$ cat src/rtl/uart_pkg.sv
// Shared definitions for the UART blocks: FSM encoding, frame width and
// baud divisor helper.
package uart_pkg;

    localparam int unsigned DATA_BITS = 8;

    typedef enum logic [1:0] {
        StIdle  = 2'd0,
        StStart = 2'd1,
        StData  = 2'd2,
        StStop  = 2'd3
    } rx_state_e;

    function automatic int unsigned baud_ticks(input int unsigned clk_freq,
                                               input int unsigned baud);
        return clk_freq / baud;
    endfunction

endpackage

$ cat src/rtl/uart_rx_sync.sv
// Two-flop synchroniser for the asynchronous rx pin plus falling-edge detect.
// All flops reset high so a line that idles high produces no edge out of reset.
module uart_rx_sync (
    input  logic clk,
    input  logic rst_n,
    input  logic rx,
    output logic rx_s,
    output logic fall
);

    logic meta_q;
    logic sync_q;
    logic prev_q;

    always_ff @(posedge clk or negedge rst_n) begin
        if (!rst_n) begin
            meta_q <= 1'b1;
            sync_q <= 1'b1;
            prev_q <= 1'b1;
        end else begin
            meta_q <= rx;
            sync_q <= meta_q;
            prev_q <= sync_q;
        end
    end

    assign rx_s = sync_q;
    assign fall = prev_q & ~sync_q;

endmodule

$ cat src/rtl/uart_receiver.sv
// 8N1 UART receiver, LSB first, with valid/ready output and one-cycle
// frame-error and overrun pulses.
module uart_receiver
    import uart_pkg::*;
#(
    parameter int unsigned CLK_FREQ  = 100000000,
    parameter int unsigned BAUD_RATE = 9600
) (
    input  logic                 clk,
    input  logic                 rst_n,
    input  logic                 rx,
    output logic [DATA_BITS-1:0] rx_data,
    output logic                 rx_valid,
    input  logic                 rx_ready,
    output logic                 busy,
    output logic                 frame_error,
    output logic                 overrun
);

    localparam int unsigned BaudTicks = baud_ticks(CLK_FREQ, BAUD_RATE);
    localparam int unsigned Half      = BaudTicks / 2;
    localparam logic [15:0] TickLast  = 16'(BaudTicks - 1);
    localparam logic [15:0] HalfLast  = 16'(Half - 1);
    localparam logic [2:0]  BitLast   = 3'(DATA_BITS - 1);

    logic rx_s;
    logic fall;

    uart_rx_sync u_sync (
        .clk   (clk),
        .rst_n (rst_n),
        .rx    (rx),
        .rx_s  (rx_s),
        .fall  (fall)
    );

    rx_state_e            state_q, state_d;
    logic [15:0]          cnt_q, cnt_d;
    logic [2:0]           bit_idx_q, bit_idx_d;
    logic [DATA_BITS-1:0] shift_q, shift_d;
    logic [DATA_BITS-1:0] rx_data_q, rx_data_d;
    logic                 rx_valid_q, rx_valid_d;
    logic                 frame_error_q, frame_error_d;
    logic                 overrun_q, overrun_d;

    always_ff @(posedge clk or negedge rst_n) begin
        if (!rst_n) begin
            state_q       <= StIdle;
            cnt_q         <= '0;
            bit_idx_q     <= '0;
            shift_q       <= '0;
            rx_data_q     <= '0;
            rx_valid_q    <= 1'b0;
            frame_error_q <= 1'b0;
            overrun_q     <= 1'b0;
        end else begin
            state_q       <= state_d;
            cnt_q         <= cnt_d;
            bit_idx_q     <= bit_idx_d;
            shift_q       <= shift_d;
            rx_data_q     <= rx_data_d;
            rx_valid_q    <= rx_valid_d;
            frame_error_q <= frame_error_d;
            overrun_q     <= overrun_d;
        end
    end

    always_comb begin
        state_d       = state_q;
        cnt_d         = cnt_q;
        bit_idx_d     = bit_idx_q;
        shift_d       = shift_q;
        rx_data_d     = rx_data_q;
        rx_valid_d    = rx_valid_q;
        frame_error_d = 1'b0;
        overrun_d     = 1'b0;

        if (rx_valid_q && rx_ready) begin
            rx_valid_d = 1'b0;
        end

        unique case (state_q)
            StIdle: begin
                if (fall) begin
                    state_d = StStart;
                    cnt_d   = '0;
                end
            end
            StStart: begin
                if (cnt_q == HalfLast) begin
                    cnt_d     = '0;
                    bit_idx_d = '0;
                    // A start bit that is high again at mid-bit was a glitch.
                    state_d   = rx_s ? StIdle : StData;
                end else begin
                    cnt_d = cnt_q + 16'd1;
                end
            end
            StData: begin
                if (cnt_q == TickLast) begin
                    cnt_d   = '0;
                    shift_d = {rx_s, shift_q[DATA_BITS-1:1]};
                    if (bit_idx_q == BitLast) begin
                        state_d = StStop;
                    end else begin
                        bit_idx_d = bit_idx_q + 3'd1;
                    end
                end else begin
                    cnt_d = cnt_q + 16'd1;
                end
            end
            StStop: begin
                if (cnt_q == TickLast) begin
                    cnt_d   = '0;
                    state_d = StIdle;
                    if (rx_s) begin
                        rx_data_d  = shift_q;
                        rx_valid_d = 1'b1;
                        // Consumed in this same cycle means no byte was lost.
                        overrun_d  = rx_valid_q && !rx_ready;
                    end else begin
                        frame_error_d = 1'b1;
                    end
                end else begin
                    cnt_d = cnt_q + 16'd1;
                end
            end
            default: state_d = StIdle;
        endcase
    end

    assign rx_data     = rx_data_q;
    assign rx_valid    = rx_valid_q;
    assign busy        = (state_q != StIdle);
    assign frame_error = frame_error_q;
    assign overrun     = overrun_q;

endmodule

$ cat config.mk
export PLATFORM = sky130hd
export DESIGN_NAME = uart_receiver
export DESIGN_NICKNAME = d
export VERILOG_FILES = /design/src/rtl/uart_pkg.sv /design/src/rtl/uart_rx_sync.sv /design/src/rtl/uart_receiver.sv
export SDC_FILE = /design/constraint.sdc
export NUM_CORES = 1
export LEC_CHECK = 0
export ABC_AREA = 1
export CAP_MARGIN = 15
export CORE_ASPECT_RATIO = 1.5
export CORE_MARGIN = 1
export CORE_UTILIZATION = 25
export CTS_CLUSTER_SIZE = 14
export DETAILED_ROUTE_END_ITERATION = 10
export GPL_ROUTABILITY_DRIVEN = 0
export PLACE_DENSITY = 0.46
export REMOVE_ABC_BUFFERS = 1
export SYNTH_ARGS = -nofsm -noshare
export SYNTH_HDL_FRONTEND = slang
export SYNTH_SLANG_ARGS = --single-unit
$ cat constraint.sdc
create_clock -name clk -period 1.44 [get_ports clk]
set_input_delay 0.432 -clock clk [delete_from_list [all_inputs] [get_ports clk]]
set_output_delay 0.432 -clock clk [all_outputs]
set_load 0.005 [all_outputs]
# Word-level counts from Yosys, hierarchy flattened
# Cells that the tools add are included.
word_totals:
  reg_bits: 43
  latchBits: 0
  ram_bits: 0
  romBits: 0
  in_bits: 4
  out_inout_bits: 12
  word_cells: 63
  n_memories: 0
op_classes:
  addsub: 2
  multipliers: 0
  div_mod_pow: 0
  magnitude_cmp: 0
  n_eq_ne: 12
  n_shift: 0
  n_mux: 25
  n_bitwise: 2
  n_reduce_logical: 11
op_table:
  columns: ["op", "count"]
  rows:
  - ["16-bit two-way mux", 3]
  - ["16-bit one-hot mux with 3 select lines", 1]
  - ["16-bit by 1-bit adder with 16-bit output, second input constant", 1]
  - ["16-bit by 13-bit == test with 1-bit output, second input constant", 1]
  - ["16-bit by 14-bit == test with 1-bit output, second input constant", 1]
  - ["2-bit two-way mux", 6]
  - ["2-bit != test, second input constant", 6]
  - ["1-bit two-way mux", 10]
  - ["3-bit two-way mux", 3]
  - ["2-bit one-hot mux with 4 select lines", 1]
  - ["3-bit one-hot mux with 2 select lines", 1]
  - ["5-bit AND reduction", 1]
  - ["2-bit == test, second input constant", 2]
  - ["4-bit AND reduction", 1]
  - ["2-bit nonzero test", 2]
  - ["3-bit by 1-bit adder with 3-bit output, second input constant", 1]
  - ["3-bit == test, second input constant", 1]
  - ["3-bit AND reduction", 1]
  - ["2-bit by 1-bit == test with 1-bit output, second input constant", 1]
  - ["1-bit logical AND", 2]
  - ["2-bit logical NOT", 1]
  - ["2-bit AND reduction", 1]
  - ["2-bit OR reduction", 1]
  - ["1-bit AND", 1]
  - ["other kinds (2)", 2]

# Logic depth before layout (Yosys ltp)
depth:
  word_depth: 5
  ltp_mapped: 12
  ltp_nobuf: 12

# Hierarchy
# A second synthesis with hierarchy kept.
hier_totals:
  cells_unflattened: 274
  area_unflattened_um2: 2192.1
by_module_without_submodules:
  columns: ["mod", "n_inst", "cells_each", "area_per_inst_um2", "seq_area_each_um2"]
  rows:
  - ["uart_receiver", 1, 269, 2103.3, 1001.0]
  - ["uart_rx_sync", 1, 5, 88.8, 78.8]

# Worst setup path before layout
# OpenSTA, ideal clock, no wires.
synth_timing:
  path_type: "flip-flop to flip-flop"
  start: "reg cnt_q[0]"
  end: "reg shift_q[7]"
  setup_time_ns: 0.128
  arrival_time_ns: 1.405
  t_required_ns: 1.312
  path_slack_ns: -0.093
  path_stages_with_launch: 9
  path_buffers: 0
  synth_period_minus_slack_ns: 1.533
  path_cell_list: "dfrtp_1 -> ha_1 -> nand2_1 -> inv_1 -> nand4_2 -> nor3_4 -> nand2_2 -> nand2_1 -> o21ai_1"
synth_via:
  elab_chain_len: 2
synth_rtl:
  columns: ["element", "line_no", "rtl"]
  rows:
  - ["from (decl)", "uart_receiver.sv:38", "logic [15:0] cnt_q, cnt_d;"]
  - ["from (signal assigned)", "uart_receiver.sv:58", "cnt_q <= cnt_d;"]
  - ["16-bit by 14-bit == test with 1-bit output", "uart_receiver.sv:100", "if (cnt_q == TickLast) begin"]
  - ["2-bit AND reduction (no source line)", null, null]
  - ["to (signal assigned)", "uart_receiver.sv:60", "shift_q <= shift_d;"]
  - ["to (decl)", "uart_receiver.sv:40", "logic [DATA_BITS-1:0] shift_q, shift_d;"]
# No other way between the ends.
# A chain may end at the register's enable or synchronous reset.

# Worst setup path in the final report
layout_timing:
  start: "reg cnt_q[0]"
  end: "reg cnt_q[1]"
layout_via:
  elab_chain_len: 3
  elab_cells_between_ends: 6
layout_rtl:
  columns: ["element", "line_no", "rtl"]
  rows:
  - ["16-bit by 1-bit adder with 16-bit output, or another cell as far along", "uart_receiver.sv:96, uart_receiver.sv:109, uart_receiver.sv:125", null]
  - ["16-bit two-way mux, on equally long branches", "uart_receiver.sv:100, uart_receiver.sv:113, uart_receiver.sv:90", null]
  - ["16-bit one-hot mux with 3 select lines *", "uart_receiver.sv:82", "unique case (state_q)"]
# Every way passes the cells marked *; elsewhere a longest branch is shown, timed or not.

==> metrics.txt <==
# TYPE chip_impl_metric gauge
chip_impl_metric{name="design.die.area",unit="µm²"} 8909
chip_impl_info{name="class_of_the_tightest_hold_or_removal_check",value="input port to asynchronous set/reset pin"} 1
chip_impl_metric{name="post_synth_instance_area",unit="µm²"} 2132
chip_impl_metric{name="global_route.usage.met2",unit=""} 0.2549
chip_impl_info{name="cp-start-kind",value="register"} 1
chip_impl_info{name="run_status",value="finished, violations left"} 1
chip_impl_metric{name="drt_drc_violations_left",unit=""} 0
chip_impl_metric{name="finalWorstSetupSlack",unit="ns"} -0.1666
chip_impl_metric{name="post_synth_and_or_nand_nor_area_fraction",unit=""} 0.3339
chip_impl_metric{name="yosysSeqAreaShare",unit=""} 0.5065
chip_impl_info{name="worst_r2r_startpoint",value="cnt_q[0]"} 1
chip_impl_metric{name="postPlaceCellArea",unit="µm²"} 2733
chip_impl_metric{name="post_synth_mux_area_share",unit=""} 0
chip_impl_metric{name="synth_compound_area_frac",unit=""} 0.06690
chip_impl_metric{name="num_antenna_cells",unit=""} 0
chip_impl_metric{name="top_level_ports",unit=""} 16
chip_impl_metric{name="synthXorXnorAreaFrac",unit=""} 0.02054
chip_impl_info{name="synth_area_leaders",value="sky130_fd_sc_hd__dfrtp_1 47%, sky130_fd_sc_hd__nand2_1 18%, sky130_fd_sc_hd__inv_1 4.9%"} 1
chip_impl_info{name="cts_root_buf",value="sky130_fd_sc_hd__clkbuf_16"} 1
chip_impl_metric{name="max-cap-violations",unit=""} 0
chip_impl_metric{name="start_util",unit=""} 0.2613
chip_impl_info{name="grt_setup_unrepaired",value="true"} 1
chip_impl_metric{name="power.static_leakage",unit="nW"} 1.751
chip_impl_metric{name="max_slew_margin",unit=""} 0.7708
chip_impl_metric{name="wl",unit="mm"} 5.681
chip_impl_metric{name="yosysUniqueCellTypes",unit=""} 26
chip_impl_metric{name="global_route.usage.met1",unit=""} 0.1414
chip_impl_metric{name="core_region_area",unit="µm²"} 8158
chip_impl_metric{name="buffer_ports.inserted",unit=""} 15
chip_impl_metric{name="grt.total_usage",unit=""} 0.1354
chip_impl_metric{name="report.power.total",unit="W"} 0.004426
chip_impl_metric{name="drive_gt1_frac",unit=""} 0.4343
chip_impl_metric{name="postSynthRegisterBits",unit=""} 43
chip_impl_metric{name="synthesized_area_divided_by_synthesized_cell_count",unit="µm²"} 7.867
chip_impl_metric{name="clkSlewWorstSetupHoldPaths",unit="ns"} 0.06
chip_impl_metric{name="maxClockFrequency",unit="GHz"} 0.6224
chip_impl_info{name="r2r_end",value="cnt_q[1]"} 1
chip_impl_info{name="worstSetupEndpointType",value="register"} 1
chip_impl_metric{name="synth_top_area_frac",unit=""} 0.4695
chip_impl_info{name="main_combinational_cell_family_by_area_after_synthesis",value="simple AND/OR/NAND/NOR gates"} 1
chip_impl_metric{name="groute.layer.met3.usage",unit=""} 0.02857
chip_impl_metric{name="antenna_found_initial",unit=""} 0
chip_impl_metric{name="syn-instance-count",unit=""} 271
chip_impl_metric{name="routed_wire_length_per_instance",unit="µm"} 12.49
chip_impl_metric{name="nets",unit=""} 356
chip_impl_metric{name="cts_inserted_buffers",unit=""} 5
chip_impl_metric{name="die_x",unit="µm"} 77.40
chip_impl_metric{name="min_period",unit="ns"} 1.607
chip_impl_metric{name="post-dp-hpwl",unit="mm"} 3.731
chip_impl_metric{name="worst_r2r_path_depth",unit=""} 10
chip_impl_metric{name="synth_edf_count",unit=""} 0
chip_impl_metric{name="critical-path-max-stage-delay",unit="ns"} 0.39
chip_impl_metric{name="global_route_wire_length_before_repair",unit="mm"} 9.204
chip_impl_metric{name="areaGrowthSynthToFinish",unit="%"} 58.57
chip_impl_metric{name="cts-hold-fix-buffers",unit=""} 0
chip_impl_metric{name="rrSetupSlack",unit="ns"} -0.17
chip_impl_metric{name="clock_tree.buffer_depth",unit=""} 2
chip_impl_metric{name="clock-sinks",unit=""} 43
chip_impl_metric{name="drtPass1Iterations",unit=""} 4
chip_impl_metric{name="num_rows",unit=""} 40
chip_impl_info{name="cp_common_cell",value="sky130_fd_sc_hd__nand2_2"} 1
chip_impl_metric{name="largest_fanout_of_any_net_on_the_critical_path",unit=""} 5
chip_impl_info{name="top_usage_layer",value="met2"} 1
chip_impl_metric{name="grt_overflow_total",unit=""} 0
chip_impl_info{name="critPathSlowestCell",value="sky130_fd_sc_hd__dfrtp_1"} 1
chip_impl_metric{name="detail_route.iter0.violations",unit=""} 54
chip_impl_metric{name="multiInputGateArea",unit="µm²"} 1294
chip_impl_metric{name="required_arrival_time_at_the_worst_endpoint",unit="ns"} 1.62
chip_impl_metric{name="worst_skew_pair.late_latency",unit="ns"} 0.29
chip_impl_metric{name="fraction_of_registers_with_async_set_or_reset_after_synthesis",unit=""} 1.000
chip_impl_metric{name="num_vias",unit=""} 2024
chip_impl_metric{name="largest_net_degree_at_the_start_of_global_routing",unit=""} 44
chip_impl_metric{name="clock-skew-final",unit="ns"} 0.004130
chip_impl_info{name="criticalPathCategory",value="register to register"} 1
chip_impl_metric{name="hold_violations",unit=""} 0
chip_impl_metric{name="min_period_over_period",unit=""} 1.116
chip_impl_metric{name="worstPathArrival",unit="ns"} 1.78
chip_impl_metric{name="vias_per_cell",unit=""} 4.448
chip_impl_metric{name="final_design_area_no_fill",unit="µm²"} 3381
chip_impl_metric{name="setup_viol_count_final",unit=""} 36
chip_impl_info{name="crit_path_cell_trace",value="ha_4, nand2_4, inv_4, nand2_2, nor2_1, nand2_1, nand2_2, buf_12, nand2_8, a22o_1"} 1
chip_impl_metric{name="worst_slew_pin_slew",unit="ns"} 0.3434
chip_impl_info{name="violations",value="negative setup slack"} 1
chip_impl_metric{name="power.density_cell_area",unit="nW/µm²"} 1309
chip_impl_metric{name="layout.area.seq",unit="µm²"} 1081
chip_impl_metric{name="grt_pass1_vias",unit=""} 1975
chip_impl_metric{name="vdd_drop_max",unit="mV"} 0.5873
chip_impl_metric{name="yosysWarningCount",unit=""} 0
chip_impl_metric{name="number_of_routed_nets_with_antenna_violations",unit=""} 0
chip_impl_metric{name="htreeDepth",unit=""} 2
chip_impl_info{name="yosysTopAreaCell",value="sky130_fd_sc_hd__dfrtp_1"} 1
chip_impl_info{name="synthMostInstantiatedCell",value="sky130_fd_sc_hd__nand2_1"} 1
chip_impl_metric{name="timing_max_transition_violations_final",unit=""} 0
chip_impl_metric{name="share_of_synthesized_cell_area_in_full_adder_half_adder_and_majority_cells",unit=""} 0.01761
chip_impl_info{name="ys_top_cells_by_count",value="105 x sky130_fd_sc_hd__nand2_1, 40 x sky130_fd_sc_hd__dfrtp_1, 28 x sky130_fd_sc_hd__inv_1"} 1
chip_impl_info{name="tritoncts_clock_tree",value="done"} 1
chip_impl_info{name="dominantRegCellSynth",value="sky130_fd_sc_hd__dfrtp_1"} 1
chip_impl_metric{name="fillerInstances",unit=""} 824
chip_impl_metric{name="fp.dieH",unit="µm"} 115.1
[timing repair]
| action | CTS | global route |
|---|---|---|
| setup buffers | 9 | 6 |
| setup endpoints to repair | 51 | 41 |
| resized for setup | 81 | 48 |
| pin swaps | 24 | 15 |
| cloned | 1 | 1 |
[registers in the layout, indices dropped and copies added (netlist names), 3 cells and up, named ones only]
register,cells
shift_q,8
cnt_q,16
rx_data,8
bit_idx_q,3
[layout make-up]
cell class,instances,area share
Multi-Input combinational cell,199,0.3827
Sequential cell,43,0.3198
Clock inverter,3,0.01295
Clock buffer,5,0.03701
Inverter,30,0.03627
Timing Repair Buffer,70,0.1725
Tap cell,105,0.03886
[placed cells by master (no fill, tap or decap), types with 6 or more instances in the layout]
| master | instances |
|---|---|
| sky130_fd_sc_hd__nor2_1 | 16 |
| sky130_fd_sc_hd__nor2_4 | 7 |
| sky130_fd_sc_hd__nand2_4 | 6 |
| sky130_fd_sc_hd__inv_1 | 24 |
| sky130_fd_sc_hd__nand3_1 | 8 |
| sky130_fd_sc_hd__dlygate4sd2_1 | 11 |
| sky130_fd_sc_hd__dfrtp_1 | 39 |
| sky130_fd_sc_hd__nand2_2 | 32 |
| sky130_fd_sc_hd__nand2_1 | 69 |
| sky130_fd_sc_hd__o21ai_1 | 13 |
| sky130_fd_sc_hd__nand3_2 | 10 |
| sky130_fd_sc_hd__buf_4 | 49 |
[cell families (layout without fill, tap and decap cells)]
logic type,Yosys count,count (layout)
fa+ha+maj,3,3
xor+xnor,5,5
compound gates,26,26
buf+inv,31,108
flops,43,43
simple gates,163,165
[report_power, final]
group          internal, W  switching (W)
combinational     0.000753       0.000959
sequential         0.00132       0.000107
clock             0.000817       0.000473
[worst max-delay path: cells and delay by family, from the launching register on]
kind / cells / cell delay [ns]
AND/OR/NAND/NOR: 6 / 0.46
adder cells (fa/ha/maj): 1 / 0.19
flip-flops: 1 / 0.39
buffers and inverters: 2 / 0.24
AO/OA/AOI/OAI: 1 / 0.21
[stage by stage]
step	setup TNS, ns	setup WS, ns	hold WS, ns	instances	util
after floorplan	-1.207	-0.09715	0.1364	270	-
after global placement	-4.835	-0.2158	0.3455	432	0.3350
after detailed placement	-5.456	-0.2567	0.3469	432	0.3350
after CTS	-3.254	-0.1374	0.1211	450	0.3922
after global routing	-6.719	-0.2487	0.1350	455	0.4144
final	-2.879	-0.1666	0.1137	455	0.4144
[worst max-delay path by stage]
| stage | from | end | slack [ns] | depth (start not counted) |
|---|---|---|---|---|
| 5_1_grt | cnt_q[1] | cnt_q[10] | -0.25 | 11 |
| 3_3_place_gp | cnt_q[0] | cnt_q[13] | -0.22 | 10 |
| 4_1_cts | cnt_q[1] | rx_data[2] | -0.14 | 9 |
| 6_report | cnt_q[0] | cnt_q[1] | -0.17 | 10 |
| 2_1_floorplan | cnt_q[0] | shift_q[7] | -0.1 | 8 |
| 3_5_place_dp | cnt_q[0] | cnt_q[13] | -0.26 | 10 |
[routing by layer]
layer | vias up | share of wire
li1 | 1015 | -
met1 | 973 | 0.39
met2 | 24 | 0.56
met3 | 12 | 0.021
met4 | 0 | 0.025
met5 | - | 0
(Power assumes the default switching activity.)
